**src/rtl/chesstypes.sv**
```systemverilog
// Shared chess types: 6-bit square encoding {row, col}, field extraction
// helpers and the king direction-offset table indexed by direction number.
package chesstypes;

  typedef logic [5:0] square_t;

  typedef struct packed {
    logic signed [3:0] drow;
    logic signed [3:0] dcol;
  } offset_t;

  typedef enum logic [0:0] {
    ST_IDLE = 1'b0,
    ST_RUN  = 1'b1
  } seq_state_t;

  // Clockwise from "up one row", starting at direction 0.
  localparam offset_t KING_DIRS [0:7] = '{
    '{drow:  4'sd1, dcol:  4'sd0},
    '{drow:  4'sd1, dcol:  4'sd1},
    '{drow:  4'sd0, dcol:  4'sd1},
    '{drow: -4'sd1, dcol:  4'sd1},
    '{drow: -4'sd1, dcol:  4'sd0},
    '{drow: -4'sd1, dcol: -4'sd1},
    '{drow:  4'sd0, dcol: -4'sd1},
    '{drow:  4'sd1, dcol: -4'sd1}
  };

  function automatic logic [2:0] row(input square_t sq);
    return sq[5:3];
  endfunction

  function automatic logic [2:0] col(input square_t sq);
    return sq[2:0];
  endfunction

endpackage

```
**src/rtl/king_step_decode.sv**
```systemverilog
// Combinational king-step decode: origin square plus direction number gives
// the wrapped candidate row/col and whether the unwrapped sum is on the board.
module king_step_decode
  import chesstypes::*;
(
  input  square_t    origin,
  input  logic [2:0] number,
  output logic [2:0] cand_row,
  output logic [2:0] cand_col,
  output logic       on_board
);

  offset_t           step_s;
  logic signed [3:0] row_sum_s;
  logic signed [3:0] col_sum_s;

  // 4-bit signed sums: off-board results show up as negative or as 8 (wraps to -8).
  always_comb begin
    step_s    = KING_DIRS[number];
    row_sum_s = $signed({1'b0, chesstypes::row(origin)}) + step_s.drow;
    col_sum_s = $signed({1'b0, chesstypes::col(origin)}) + step_s.dcol;
    on_board  = (row_sum_s >= 4'sd0) && (row_sum_s <= 4'sd7) &&
                (col_sum_s >= 4'sd0) && (col_sum_s <= 4'sd7);
    cand_row  = row_sum_s[2:0];
    cand_col  = col_sum_s[2:0];
  end

endmodule

```
**src/rtl/king_move_sequencer.sv**
```systemverilog
// Emits the 8 king-step candidates of a latched origin, one per clock.
// Optional build macro KING_ZERO_INVALID_EN zeroes row/col/out_pos when invalid.
module king_move_sequencer
  import chesstypes::*;
(
  input  logic       clk,
  input  logic       rst_n,
  input  logic       start,
  input  logic [5:0] pos,
  output logic [2:0] number,
  output logic       active,
  output logic [2:0] row,
  output logic [2:0] col,
  output logic       valid,
  output logic [5:0] out_pos
);

  seq_state_t state_r;
  seq_state_t state_nxt_s;
  logic [2:0] number_r;
  logic [2:0] number_nxt_s;
  square_t    origin_r;
  square_t    origin_nxt_s;
  logic [2:0] cand_row_s;
  logic [2:0] cand_col_s;
  logic       on_board_s;

  // State, direction counter and latched origin registers.
  always_ff @(posedge clk or negedge rst_n) begin
    if (!rst_n) begin
      state_r  <= ST_IDLE;
      number_r <= 3'd0;
      origin_r <= 6'd0;
    end else begin
      state_r  <= state_nxt_s;
      number_r <= number_nxt_s;
      origin_r <= origin_nxt_s;
    end
  end

  // Next-state logic: accept start only while idle, run exactly 8 directions.
  always_comb begin
    state_nxt_s  = state_r;
    number_nxt_s = number_r;
    origin_nxt_s = origin_r;
    case (state_r)
      ST_IDLE: begin
        number_nxt_s = 3'd0;
        if (start) begin
          state_nxt_s  = ST_RUN;
          origin_nxt_s = pos;
        end else begin
          state_nxt_s  = ST_IDLE;
        end
      end
      ST_RUN: begin
        if (number_r == 3'd7) begin
          state_nxt_s  = ST_IDLE;
          number_nxt_s = 3'd0;
        end else begin
          state_nxt_s  = ST_RUN;
          number_nxt_s = number_r + 3'd1;
        end
      end
      default: begin
        state_nxt_s  = ST_IDLE;
        number_nxt_s = 3'd0;
      end
    endcase
  end

  king_step_decode u_decode (
    .origin   (origin_r),
    .number   (number_r),
    .cand_row (cand_row_s),
    .cand_col (cand_col_s),
    .on_board (on_board_s)
  );

  // Output view of the current candidate.
  always_comb begin
    active = (state_r == ST_RUN);
    number = number_r;
    valid  = active && on_board_s;
`ifdef KING_ZERO_INVALID_EN
    if (valid) begin
      row = cand_row_s;
      col = cand_col_s;
    end else begin
      row = 3'd0;
      col = 3'd0;
    end
`else
    row = cand_row_s;
    col = cand_col_s;
`endif
    out_pos = {row, col};
  end

endmodule

```
**config.mk**
```make
export PLATFORM = sky130hd
export DESIGN_NAME = king_move_sequencer
export DESIGN_NICKNAME = d
export VERILOG_FILES = /design/src/rtl/chesstypes.sv /design/src/rtl/king_step_decode.sv /design/src/rtl/king_move_sequencer.sv
export SDC_FILE = /design/constraint.sdc
export NUM_CORES = 1
export LEC_CHECK = 0
export ABC_AREA = 1
export CORE_MARGIN = 4
export CORE_UTILIZATION = 53
export CTS_CLUSTER_SIZE = 8
export DETAILED_ROUTE_END_ITERATION = 8
export DONT_BUFFER_PORTS = 1
export GPL_ROUTABILITY_DRIVEN = 0
export PLACE_DENSITY = 0.8
export SLEW_MARGIN = 5
export SYNTH_ARGS = -nofsm -noshare
export SYNTH_HDL_FRONTEND = slang
export SYNTH_SLANG_ARGS = --single-unit
```
**constraint.sdc**
```tcl
create_clock -name clk -period 2.2 [get_ports clk]
set_clock_uncertainty 0.2 [all_clocks]
set_input_delay 0.44 -clock clk [delete_from_list [all_inputs] [get_ports clk]]
set_output_delay 0.44 -clock clk [all_outputs]
set_load 0.005 [all_outputs]
```
==> impl_metrics.toml <==
[status]
status = "finished, violations left"
violations = "setup timing"

[final_layout]
nets = 123
diodes = 0
fill_cells = 102
area_growth_pct = 29.97
drive_above_1_share = 0.3922

[global_routing]
grt_pass1_wl_um = 2663
grt_overflow = 0
grt_use_total = 0.1809
grt_antenna_before_repair = 0
grt_pass1_vias = 668
grt_max_degree = 11

[critical_path]
worstSetupPathType = "register to output port"
r2r_start = "number[1]"
startpoint_type = "register"
cp.arrival_ns = 1.79
crit_fanout = 4
crit_required_ns = 1.56
startpoint = "number[1]"
crit_path_end_kind = "output port"

[cts]
cts_buffers = 3
cts_tree = "built"
cts.sinks = 10
cts.clk_slew.worst_paths_ns = 0.06
htreeDepth = 1
cts-root-buf = "clkbuf_4"
clockBufferDepth = 2
clkLatencyLatePin_ns = 0.25

[logic_synthesis]
synthesis.nets = 111
synthCells = 92
ys_ff_latch = 10
ys_seq_area_frac = 0.3484
mappedNetlistArea_um2 = 718.2
yosysWarnings = 0
synth.avg_cell_area_um2 = 7.806
synth.distinct_cells = 16

[floorplan]
core_um2 = 1285
ioPinCount = 26
chipHeight_um = 44.81
dieArea_um2 = 2008
die_w_um = 44.81
num_rows = 13
start_util = 0.5589

[timing]
slew_viol_final = 0
finalWorstSetupSlack_ns = -0.2261
hold_viol_final = 0
tightest_slew_ns = 0.4555
max_slew_margin = 0.6954
grt_setup_unrepaired = "yes"
tns_ns = -1.355
setup_viol = 9
period_share = 1.103
fmax_mhz = 412.2
period_minus_slack_ns = 2.426

[power]
intPower_mw = 0.9486
p_sw_frac = 0.4596
clkPwrFrac = 0.064
vdd_drop_max_mv = 0.8363
p_seq_frac = 0.214
power_frac_comb = 0.721
p_sw_mw = 0.8067
total_power_mw = 1.755
leakagePower_nw = 0.4848
p_per_area_nw_per_um2 = 1881

[placement]
hpwl_um = 1065
io_buffer_count = 0

[route]
drt_iter0_markers = 2
ant_nets = 0
drt-total-wl_um = 1666
vias = 609
firstDrtPassIters = 2
vias_per_cell = 5.205
drc = 0
wl_per_cell_um = 14.24

[min_path]
hold_class = "input port to register"
min_from = "pos[1]"

[run]
drv_cap = 0
[registers in the layout, indices dropped and copies added, names as in the netlist]
register	flops
origin_r	6
number	3
active	1
[critical path, stage by stage, from the launching register on]
cell and delay (ns):
dfrtp_2 0.45, buf_4 0.16, ha_4 0.15, inv_2 0.06, ha_4 0.13, inv_2 0.03, fa_2 0.52, inv_2 0.05
[power groups by stage]
stage / sequential [mW] / combinational [mW] / clock (mW)
floorplan: 0.348 / 0.894 / 0
global placement: 0.352 / 0.859 / 0
detailed placement: 0.356 / 0.894 / 0
CTS: 0.367 / 1.11 / 0.118
global route: 0.392 / 1.42 / 0.124
finish: 0.376 / 1.27 / 0.113
[Yosys cell counts, drive strengths merged]
library cell,n,area share
inv,16,0.084
xor2,1,0.012
nand3,10,0.070
nand2,25,0.13
fa,1,0.028
o21ai,1,0.012
buf,6,0.063
dfrtp,10,0.35
xnor2,1,0.012
or2,2,0.017
ha,9,0.16
nor2,8,0.049
a21oi,2,0.014
[metal layers]
layer,share of wire,track usage,vias to the layer above
met2,0.52,0.3467,22
met1,0.38,0.1704,281
met3,0.058,0.03586,8
met4,0.042,0.1170,0
met5,0,0,-
li1,-,-,298
[cells in the final DEF (no fill, tap or decap), drive strengths merged]
master        n
buf          12
dlygate4sd3   1
xor2          1
nor2          8
ha            9
a21oi         2
o21ai         1
clkbuf        3
nand3        10
dfrtp        10
xnor2         1
fa            1
inv          16
or2           2
nand2        25
[worst paths after layout]
check / to / slack [ns] / depth (start not counted)
setup reg to reg: number[0] / 0.64 / 5
hold reg to reg: origin_r[0] / 0.30 / 2
hold / removal: origin_r[1] / 0.13 / 2
setup / recovery: out_pos[4] / -0.23 / 7
min in group asynchronous: number[2] / 0.38 / 1
max in group asynchronous: number[1] / 1.09 / 1
[stage by stage]
stage	instances	hold slack (ns)	cell area (um2)	worst slack (ns)	utilization
2_1_floorplan	92	-0.05559	748.2	0.006859	-
3_3_place_gp	105	-0.05540	752.0	0.04503	0.5852
3_5_place_dp	105	-0.05543	752.0	0.01411	0.5852
4_1_cts	116	0.1315	887.1	-0.2172	0.6904
5_1_grt	117	0.1409	933.4	-0.2995	0.7264
6_report	117	0.1344	933.4	-0.2261	0.7264
[cells by family (layout without fill, tap and decap cells)]
kind of cell	after synthesis	in the layout	share of synthesized area
and+or+nand+nor	45	45	0.2700
buffers and inverters	22	32	0.1463
adders and majority gates	10	10	0.1847
DFF	10	10	0.3484
AOI/OAI and AO/OA	3	3	0.02614
xor gates and xnor gates	2	2	0.02439
[layout make-up]
class / instances / area, um2 / area share
clock buffers: 3 / 22.52 / 0.02413
repair buffers: 13 / 103.9 / 0.1113
flip-flops and latches: 10 / 251.5 / 0.2694
well taps: 15 / 18.77 / 0.02011
inverters: 16 / 60.06 / 0.06434
multi-input cells: 60 / 476.7 / 0.5107
[repair_timing]
| action | 4_1_cts | 5_1_grt |
|---|---|---|
| hold endpoints to repair | 10 | 0 |
| gates resized for setup | 17 | 6 |
| buffers inserted | 7 | 1 |
| setup endpoints to repair | 9 | 9 |
| pin swaps | 13 | 6 |
| hold buffers | 1 | 0 |
(Power assumes the default switching activity.)
